**config.mk**
```make
export PLATFORM = sky130hd
export DESIGN_NAME = warp_ibuffer
export DESIGN_NICKNAME = d
export VERILOG_FILES = /design/src/rtl/warp_ibuffer.sv
export SDC_FILE = /design/constraint.sdc
export NUM_CORES = 1
export LEC_CHECK = 0
export ABC_AREA = 1
export BUFFER_PORTS_ARGS = -buffer_cell sky130_fd_sc_hd__buf_2
export CAP_MARGIN = 20
export CORE_MARGIN = 1
export CORE_UTILIZATION = 41
export DETAILED_ROUTE_END_ITERATION = 7
export PLACE_DENSITY = 0.54
export SYNTH_ARGS = -nofsm -noshare
export SYNTH_HDL_FRONTEND = slang
export SYNTH_SLANG_ARGS = --single-unit
```
**constraint.sdc**
```tcl
create_clock -name clk -period 16.6 [get_ports clk]
set_input_delay 0.83 -clock clk [delete_from_list [all_inputs] [get_ports clk]]
set_output_delay 0.83 -clock clk [all_outputs]
set_load 0.02 [all_outputs]
```
**src/rtl/warp_ibuffer.sv**
```systemverilog
// warp_ibuffer: per-warp instruction FIFOs sitting between fetch and decode/issue.
// Each warp owns DEPTH {pc, instr} entries. The buffer reports a ready mask back
// to fetch, presents the selected warp's head entry combinationally, supports
// per-warp flush on branch redirect, and keeps sticky overflow/underflow flags.
// Optional feature macro: IBUF_BYPASS_EN. When defined, an enqueue into an empty
// warp that is also the selected deq_warp is forwarded straight to the head
// outputs in the same cycle.
module warp_ibuffer #(
    parameter int NUM_WARPS   = 4,
    parameter int DEPTH       = 4,
    parameter int PC_WIDTH    = 32,
    parameter int INSTR_WIDTH = 32
) (
    input  logic                         clk,
    input  logic                         reset,
    input  logic                         enq_valid,
    input  logic [$clog2(NUM_WARPS)-1:0] enq_warp,
    input  logic [PC_WIDTH-1:0]          enq_pc,
    input  logic [INSTR_WIDTH-1:0]       enq_instr,
    output logic [NUM_WARPS-1:0]         ready_mask,
    input  logic [$clog2(NUM_WARPS)-1:0] deq_warp,
    input  logic                         deq_en,
    output logic [NUM_WARPS-1:0]         head_valid_mask,
    output logic [PC_WIDTH-1:0]          head_pc,
    output logic [INSTR_WIDTH-1:0]       head_instr,
    input  logic                         flush_en,
    input  logic [$clog2(NUM_WARPS)-1:0] flush_warp,
    output logic                         overflow,
    output logic                         underflow
);
    localparam int WW      = $clog2(NUM_WARPS);
    localparam int PW      = $clog2(DEPTH);
    localparam int CW      = PW + 1;
    localparam int ENTRIES = NUM_WARPS * DEPTH;

    // Shared storage: warp ID forms the upper address bits, pointer the lower.
    logic [PC_WIDTH-1:0]    pc_mem    [ENTRIES];
    logic [INSTR_WIDTH-1:0] instr_mem [ENTRIES];

    logic [NUM_WARPS-1:0][PW-1:0] rd_ptr_w;
    logic [NUM_WARPS-1:0][PW-1:0] wr_ptr_w;
    logic [NUM_WARPS-1:0]         bypass_w;
    logic [NUM_WARPS-1:0]         ovf_set_w;
    logic [NUM_WARPS-1:0]         udf_set_w;
    logic [NUM_WARPS-1:0]         mem_we_w;

    logic overflow_reg;
    logic underflow_reg;

    genvar gi;
    generate
        for (gi = 0; gi < NUM_WARPS; gi++) begin : g_warp
            logic [PW-1:0] rd_ptr_reg, rd_ptr_next;
            logic [PW-1:0] wr_ptr_reg, wr_ptr_next;
            logic [CW-1:0] count_reg, count_next;
            logic          bypass_l, ovf_l, udf_l, we_l;

            // Per-warp next-state: flush wins, then independent enqueue/dequeue.
            always_comb begin
                logic enq_hit, deq_hit, flush_hit, empty, full, do_enq, do_deq;
                enq_hit   = enq_valid && (enq_warp == WW'(gi));
                deq_hit   = deq_en && (deq_warp == WW'(gi));
                flush_hit = flush_en && (flush_warp == WW'(gi));
                empty     = (count_reg == '0);
                full      = (count_reg == CW'(DEPTH));
                bypass_l  = 1'b0;
`ifdef IBUF_BYPASS_EN
                // Enqueue into an empty, currently selected warp is visible at once.
                bypass_l  = enq_hit && (deq_warp == WW'(gi)) && empty && !flush_hit;
`endif
                do_enq    = enq_hit && !flush_hit && !full;
                do_deq    = deq_hit && !flush_hit && (!empty || bypass_l);
                ovf_l     = enq_hit && !flush_hit && full;
                udf_l     = deq_hit && !flush_hit && empty && !bypass_l;
                // A bypassed entry consumed in the same cycle never needs storing.
                we_l      = do_enq && !(bypass_l && deq_hit);

                rd_ptr_next = rd_ptr_reg;
                wr_ptr_next = wr_ptr_reg;
                count_next  = count_reg;
                if (flush_hit) begin
                    rd_ptr_next = '0;
                    wr_ptr_next = '0;
                    count_next  = '0;
                end else begin
                    if (do_enq) wr_ptr_next = wr_ptr_reg + 1'b1;
                    if (do_deq) rd_ptr_next = rd_ptr_reg + 1'b1;
                    if (do_enq && !do_deq)      count_next = count_reg + 1'b1;
                    else if (!do_enq && do_deq) count_next = count_reg - 1'b1;
                end
            end

            // Pointer and occupancy registers for this warp.
            always_ff @(posedge clk or negedge reset) begin
                if (!reset) begin
                    rd_ptr_reg <= '0;
                    wr_ptr_reg <= '0;
                    count_reg  <= '0;
                end else begin
                    rd_ptr_reg <= rd_ptr_next;
                    wr_ptr_reg <= wr_ptr_next;
                    count_reg  <= count_next;
                end
            end

            assign rd_ptr_w[gi]  = rd_ptr_reg;
            assign wr_ptr_w[gi]  = wr_ptr_reg;
            assign bypass_w[gi]  = bypass_l;
            assign ovf_set_w[gi] = ovf_l;
            assign udf_set_w[gi] = udf_l;
            assign mem_we_w[gi]  = we_l;
            // Two free slots: room for the fetch already in flight when this drops.
            assign ready_mask[gi]      = (count_reg <= CW'(DEPTH - 2));
            assign head_valid_mask[gi] = (count_reg != '0) || bypass_l;
        end
    endgenerate

    logic [WW+PW-1:0] wr_addr;
    logic [WW+PW-1:0] rd_addr;
    assign wr_addr = {enq_warp, wr_ptr_w[enq_warp]};
    assign rd_addr = {deq_warp, rd_ptr_w[deq_warp]};

    // Entry storage write; data is deliberately left unreset.
    always_ff @(posedge clk) begin
        if (|mem_we_w) begin
            pc_mem[wr_addr]    <= enq_pc;
            instr_mem[wr_addr] <= enq_instr;
        end
    end

    // Head of the selected warp, read combinationally for decode/issue.
    always_comb begin
        head_pc    = pc_mem[rd_addr];
        head_instr = instr_mem[rd_addr];
        if (bypass_w[deq_warp]) begin
            head_pc    = enq_pc;
            head_instr = enq_instr;
        end
    end

    // Sticky error flags, cleared only by reset.
    always_ff @(posedge clk or negedge reset) begin
        if (!reset) begin
            overflow_reg  <= 1'b0;
            underflow_reg <= 1'b0;
        end else begin
            overflow_reg  <= overflow_reg | (|ovf_set_w);
            underflow_reg <= underflow_reg | (|udf_set_w);
        end
    end

    assign overflow  = overflow_reg;
    assign underflow = underflow_reg;
endmodule

```
==> run_results.csv, run 1 <==
group,metric,value,unit
timing,drv_slew,0,
run_status,run_status,"completed",
route,wire_per_inst,20.39,µm
clock_tree,clk_latency,0.71,ns
floorplan,ios,149,
clock_tree,numCtsBuffers,117,
synthesis,synthFlopType,"edfxtp_1",
synthesis,synth_top_cells_by_count,"nand2_1 (1402), edfxtp_1 (1024), inv_1 (669)",
floorplan,core_area,114300,µm²
clock_tree,cts_setup_buffers,0,
final_layout,fillCellCount,10450,
global_route,grt.overflow.total,0,
setup_path,cp-end-kind,"primary output",
clock_tree,clk_path_buf_depth,3,
synthesis,synthesis.instances,4511,
global_route,grt_max_degree,189,
power,p_leak,21.92,nW
setup_path,cp_common_cell,"nand2_1",
setup_path,r2r_start,"g_warp[0].wr_ptr_reg[1]",
clock_tree,cts_root_buf,"clkbuf_16",
timing,max-slew-margin-rel,22.55,%
synthesis,ys_types,31,
setup_path,critPathSlowestCell,"buf_4",
synthesis,synth_top_area_share,64.99,%
final_layout,register_area,31500,µm²
setup_path,max_stage_delay,0.91,ns
setup_path,crit_chain,"nand2_1 > nand2_1 > nand2_8 > nand2_8 > buf_4 > buf_4 > buf_4 > nand2_1 > nand2_1 > nand2_1 > nand2_1 > nand2_1 > nand2_1 > inv_1 > nand2_1 > buf_2",
route,drc,0,
clock_tree,cts_tree,"built",
setup_path,cp_max_fo,99,
timing,rsz0062_at_grt,"no",
floorplan,die_w,341.7,µm
final_layout,layout.nets,4656,
clock_tree,hold_buffers,0,
final_layout,layout.cells.non_filler,6187,
flow_run,max_cap_viol_count,0,
global_route,grt_pass1_wl,189.8,mm
global_route,antenna_found_initial,14,
placed_design,hpwlAfterDp,60.22,mm
worst_hold_path,hold_class,"in -> async",
synthesis,synth_warnings,0,
synthesis,synth_area_per_cell,10.49,µm²
final_layout,drive_above_1_share,8.752,%
timing,fmax,149.3,MHz
timing,period_share,40.34,%
synthesis,yosys-top-cells-area,"edfxtp_1 (65%), nand2_1 (11%), nand3_1 (6.3%)",
global_route,grt_pass1_vias,30010,
route,drtAntennaViolNets,0,
setup_path,crit_type,"reg -> out",
final_layout,multi_input_area,11980,µm²
setup_path,cp.arrival,5.87,ns
synthesis,ys_async_sr_fraction,2.846,%
floorplan,dieArea,116800,µm²
synthesis,synth_nets,4590,
setup_path,cp-start-kind,"register",
synthesis,yosys.area.top_type,"edfxtp_1",
route,dr.pass1.iters,5,
timing,setup_viol,0,
placed_design,gp_congestion,0.7443,
route,drtIter0Drc,2506,
timing,fin_setup_tns,0,ns
synthesis,synth_most_common_cell,"nand2_1",
timing,worst_pin_slew,1.162,ns
clock_tree,post_cts_resized,0,
final_layout,syn_to_final_growth,11.81,%
clock_tree,htree_levels,3,
route,vias_per_cell,5.011,
timing,finalClockSkew,0.02392,ns
global_route,grt.total_usage,21.51,%
synthesis,synth_edf_count,1024,
final_layout,design_area,52900,µm²
synthesis,syn_area,47320,µm²
synthesis,yosysSeqAreaShare,66.57,%
setup_path,worstRegToRegCells,6,
floorplan,start_util,41.38,%
placed_design,numPortBuffers,148,
synthesis,ys_ff_latch,1054,
clock_tree,clock_sinks,1054,
floorplan,rows,124,
setup_path,cp_data_required_time,15.77,ns
route,routed_wl,126.2,mm
placed_design,placed_cells,5968,
power,power_density,135.5,nW/µm²
clock_tree,clkTransAtPathRegs,0.06,ns
timing,hold_viol,0,
timing,period_minus_slack,6.696,ns
placed_design,placed_area,49240,µm²
power,ir_drop,0.09951,mV
floorplan,fp.dieH,341.7,µm
setup_path,r2r_slack,13.01,ns
setup_path,regToRegEndpoint,"pc_mem[4][4]",
route,vias,31010,
-- logic make-up (layout without fill, tap and decap cells) --
logic type / count (synthesis) / after routing / synth area share, %
xor gates and xnor gates: 6 / 6 / 0.1111
adders and majority gates: 4 / 4 / 0.1692
DFF: 1054 / 1054 / 66.57
other: 0 / 2 / 0
AOI/OAI and AO/OA: 49 / 49 / 0.5553
buffers and inverters: 957 / 1119 / 8.457
and+or+nand+nor: 2441 / 2441 / 24.13
-- cell type report --
class	instances	share of cell area, %
inverter	699	4.974
clock inverter	66	0.9933
multi-input combinational	2500	22.64
tap	1512	3.576
clock buffer	149	5.842
sequential	1054	59.54
antenna	2	0.009460
timing repair buffer	205	2.427
-- worst max-delay path, delay by kind of cell (launching register included) --
kind / cells / cell delay (ns)
DFF: 1 / 0.39
and+or+nand+nor: 11 / 1.81
buffers and inverters: 5 / 2.82
-- worst max path at each step --
stage | from | to | slack (ns) | cells past startpoint
finish | g_warp[0].rd_ptr_reg[0] | head_pc[21] | 9.90 | 16
global route | g_warp[1].rd_ptr_reg[0] | head_pc[25] | 9.38 | 16
CTS | g_warp[1].rd_ptr_reg[0] | head_pc[24] | 9.75 | 16
detailed placement | deq_warp[0] | head_pc[21] | 9.81 | 18
global placement | deq_warp[0] | head_pc[24] | 9.81 | 18
floorplan | flush_warp[1] | instr_mem[7][0] | 10.21 | 6
-- cell usage in the layout (no fill, tap or decap), drive strengths merged --
cell type	Yosys	routed
nand2	1405	1405
edfxtp	1024	1024
inv	695	700
nand3	600	600
nand3b	384	384
buf	231	205
clkbuf	27	149
clkinv	4	55
nor2	38	38
dfrtp	30	30
o21ai	24	24
a21oi	14	14
o22ai	9	9
bufinv	0	8
nand4	7	7
nor3	5	5
xnor2	4	4
fa	4	4
diode	0	2
xor2	2	2
clkinvlp	0	2
or2	1	1
o2111ai	1	1
or3	1	1
a21boi	1	1
-- power by group --
| group | internal (mW) | leakage [nW] | total (mW) | switching (mW) |
|---|---|---|---|---|
| clock network | 1.43 | 1.77 | 2.48 | 1.05 |
| logic | 0.455 | 10.6 | 1.60 | 1.15 |
| registers | 3.05 | 9.60 | 3.08 | 0.0342 |
| total | 4.93 | 21.9 | 7.17 | 2.24 |
-- metrics by stage --
step                      power (mW)  setup WS, ns  utilization (%)  hold WS (ns)
after detailed placement       4.754         9.809            43.06        0.4602
after CTS                      7.235         9.754            46.23        0.1899
final                          7.169         9.904            46.27        0.2049
after floorplan                4.296         10.21                -        0.4497
after global placement         4.742         9.812            43.00        0.4624
after global routing           7.520         9.383            46.26        0.2423
-- routing by layer --
| layer | track usage (%) | wire [µm] | vias to the layer above |
|---|---|---|---|
| li1 | - | - | 14970 |
| met1 | 29.63 | 58380 | 15170 |
| met2 | 35.00 | 58590 | 672 |
| met3 | 3.417 | 6055 | 175 |
| met4 | 6.371 | 3051 | 16 |
| met5 | 0 | 104 | - |
(Power assumes the default switching activity.)
==> inputs of run 2 (changes only) <==
Settings changed: ABC_AREA 1 to 0, PLACE_DENSITY 0.54 to 0.57.
Clock period 16.6 ns to 5.37 ns, I/O delays scaled along.
==> run 2 against run 1 <==
  * Sequential power increased to 3.1 times the previous value
  * Utilization is 1.7 points higher
  * Global-route usage decreased by 3.2 points
  * Count of clock-buffer cells in the layout down 23
  * Critical endpoint is now head_pc[31]
  * Largest cell class unchanged
  * Largest power group unchanged
==> run_results.csv, run 2 <==
group,metric,value,unit
route,vias,20040,
floorplan,start_util,41.39,%
route,dr.pass1.iters,5,
timing,drv_slew,0,
power,power_density,466.7,nW/µm²
timing,period_share,79.95,%
worst_hold_path,hp-start,"flush_en",
global_route,grt_pass1_wl,138.6,mm
timing,finalClockSkew,0.02164,ns
timing,hold_viol,0,
worst_hold_path,hold_depth,4,
final_layout,drive_above_1_share,21.77,%
final_layout,syn_to_final_growth,15.98,%
final_layout,final_cell_mix,"edfxtp_1 (1024), mux2i_1 (586), buf_2 (146), mux4_2 (130), clkbuf_16 (109)",
route,drtAntennaViolNets,0,
timing,worst_pin_slew,0.9661,ns
clock_tree,post_cts_resized,0,
synthesis,yosys.area.top_type,"edfxtp_1",
timing,fin_setup_tns,0,ns
placed_design,numPortBuffers,148,
synthesis,synth_area_per_cell,20.67,µm²
synthesis,synth_most_common_cell,"edfxtp_1",
final_layout,layout.cells.non_filler,3777,
timing,rsz0062_at_grt,"no",
floorplan,die_w,322.5,µm
worst_hold_path,whs_endpoint,"g_warp[3].wr_ptr_reg[0]",
power,ir_drop,0.2554,mV
setup_path,crit_type,"reg -> out",
floorplan,core_area,101700,µm²
setup_path,r2r_start,"g_warp[2].count_reg[2]",
final_layout,mostFrequentLayoutCell,"edfxtp_1",
flow_run,max_cap_viol_count,0,
synthesis,ys_types,42,
setup_path,cp.arrival,4.02,ns
route,wire_per_inst,25.04,µm
global_route,antenna_found_initial,8,
final_layout,fillCellCount,8290,
floorplan,rows,117,
clock_tree,clock_sinks,1054,
placed_design,gp_congestion,0.7263,
setup_path,cp-end-kind,"primary output",
synthesis,synth_top_cells_by_count,"edfxtp_1 (1024), mux2i_1 (586), mux4_2 (132)",
clock_tree,clk_path_buf_depth,3,
run_status,run_status,"completed",
final_layout,layout.nets,2393,
final_layout,register_area,31500,µm²
timing,max-slew-margin-rel,35.59,%
worst_hold_path,hold_class,"in -> reg",
clock_tree,htree_levels,3,
final_layout,multi_input_area,9893,µm²
synthesis,synthesis.instances,2037,
clock_tree,cts_tree,"built",
clock_tree,clkTransAtPathRegs,0.06,ns
setup_path,r2r_slack,2.39,ns
floorplan,dieArea,104000,µm²
setup_path,regToRegEndpoint,"instr_mem[9][16]",
route,drc,0,
placed_design,placed_cells,3504,
synthesis,synth_edf_count,1024,
route,drtIter0Drc,1716,
synthesis,yosysSeqAreaShare,74.80,%
setup_path,cp_data_required_time,5.10,ns
floorplan,fp.dieH,322.5,µm
synthesis,synthFlopType,"edfxtp_1",
clock_tree,clk_latency,0.69,ns
timing,period_minus_slack,4.293,ns
setup_path,cp_max_fo,47,
route,vias_per_cell,5.307,
synthesis,yosys-top-cells-area,"edfxtp_1 (73%), mux2i_1 (14%), mux4_2 (7.1%)",
power,p_leak,15.57,nW
clock_tree,cts_root_buf,"clkbuf_16",
synthesis,synth_top_area_share,73.02,%
synthesis,ys_ff_latch,1054,
global_route,grt_pass1_vias,21130,
synthesis,synth_nets,2116,
timing,setup_viol,0,
clock_tree,numCtsBuffers,109,
route,routed_wl,94.58,mm
floorplan,ios,149,
synthesis,ys_async_sr_fraction,2.846,%
synthesis,syn_area,42110,µm²
global_route,grt_max_degree,77,
setup_path,worstRegToRegCells,4,
global_route,grt.total_usage,18.28,%
setup_path,cp-start-kind,"register",
synthesis,synth_warnings,0,
global_route,grt.overflow.total,0,
timing,hold_ws,0.1020,ns
placed_design,hpwlAfterDp,47.80,mm
timing,fmax,232.9,MHz
-- run 2: cell count changes after synthesis, sizes merged, moves of 8 or more --
cell / delta
nor2: -8
mux2i: +586
o21ai: -16
nand2: -1390
buf: -157
inv: -684
nand3: -592
nand3b: -382
and3: +9
mux4: +132
-- run 2: layer usage --
layer  vias to the layer above  share of wire (%)  track usage (%)  routed length, µm
met5                         -              0.069                0                 65
met4                        10                1.9            4.519               1844
met3                       133                3.8            2.807               3632
met2                       405                 49            30.14              46600
met1                     10640                 45            25.45              42440
li1                       8857                  -                -                  -
-- run 2: worst max-delay path by stage --
stage                     slack, ns         endpoint                    start
final                          1.08      head_pc[31]  g_warp[0].rd_ptr_reg[1]
after detailed placement       1.17      head_pc[12]              deq_warp[0]
after CTS                      0.98      head_pc[12]  g_warp[2].rd_ptr_reg[1]
after global placement         1.19      head_pc[12]              deq_warp[0]
after floorplan                0.76  instr_mem[0][0]              enq_warp[0]
after global routing           0.90      head_pc[31]  g_warp[0].rd_ptr_reg[1]
-- run 2: through the flow --
step           total power, mW  setup slack, ns  util (%)  cell area, µm²
2_1_floorplan            14.16           0.7621         -           42110
3_3_place_gp             15.42            1.192     43.81           44570
3_5_place_dp             15.54            1.169     43.82           44590
4_1_cts                  23.09           0.9829     48.00           48840
5_1_grt                  23.71           0.8996     48.00           48840
6_report                 22.80            1.077     48.00           48840
-- run 2: power by group --
group | switching, mW | total, mW | internal, mW
Combinational | 3.12 | 5.71 | 2.59
Sequential | 0.154 | 9.58 | 9.43
Clock | 3.14 | 7.51 | 4.36
-- run 2: cell families (layout without fill, tap and decap cells) --
family | Yosys count | count (layout) | share of synthesized area (%)
compound gates | 27 | 27 | 0.3922
xor+xnor | 9 | 9 | 0.1872
other cells | 0 | 2 | 0
mux | 720 | 720 | 21.04
buf+inv | 115 | 485 | 2.000
simple gates | 108 | 108 | 1.385
flops | 1054 | 1054 | 74.80
fa+ha+maj | 4 | 4 | 0.1902
-- run 2: repair_timing --
action / 4_1_cts / 5_1_grt
setup buffers: 0 / 0
hold buffers: 67 / 0
endpoints found under the hold margin: 1055 / 0
-- run 2: cell type report --
| cell class | count | share of cell area [%] |
|---|---|---|
| Multi-Input combinational cell | 868 | 20.26 |
| Tap cell | 1368 | 3.505 |
| Antenna cell | 2 | 0.01025 |
| Sequential cell | 1054 | 64.50 |
| Clock inverter | 78 | 1.609 |
| Timing Repair Buffer | 270 | 4.324 |
| Inverter | 11 | 0.08454 |
| Clock buffer | 126 | 5.715 |
-- run 2: critical path: stages, from the launching register on --
cell and delay (ns):
dfrtp_1 0.44, mux4_4 1.06, buf_4 0.43, mux2i_1 0.16, mux4_2 0.47, mux2i_1 0.50
buf_2 0.27
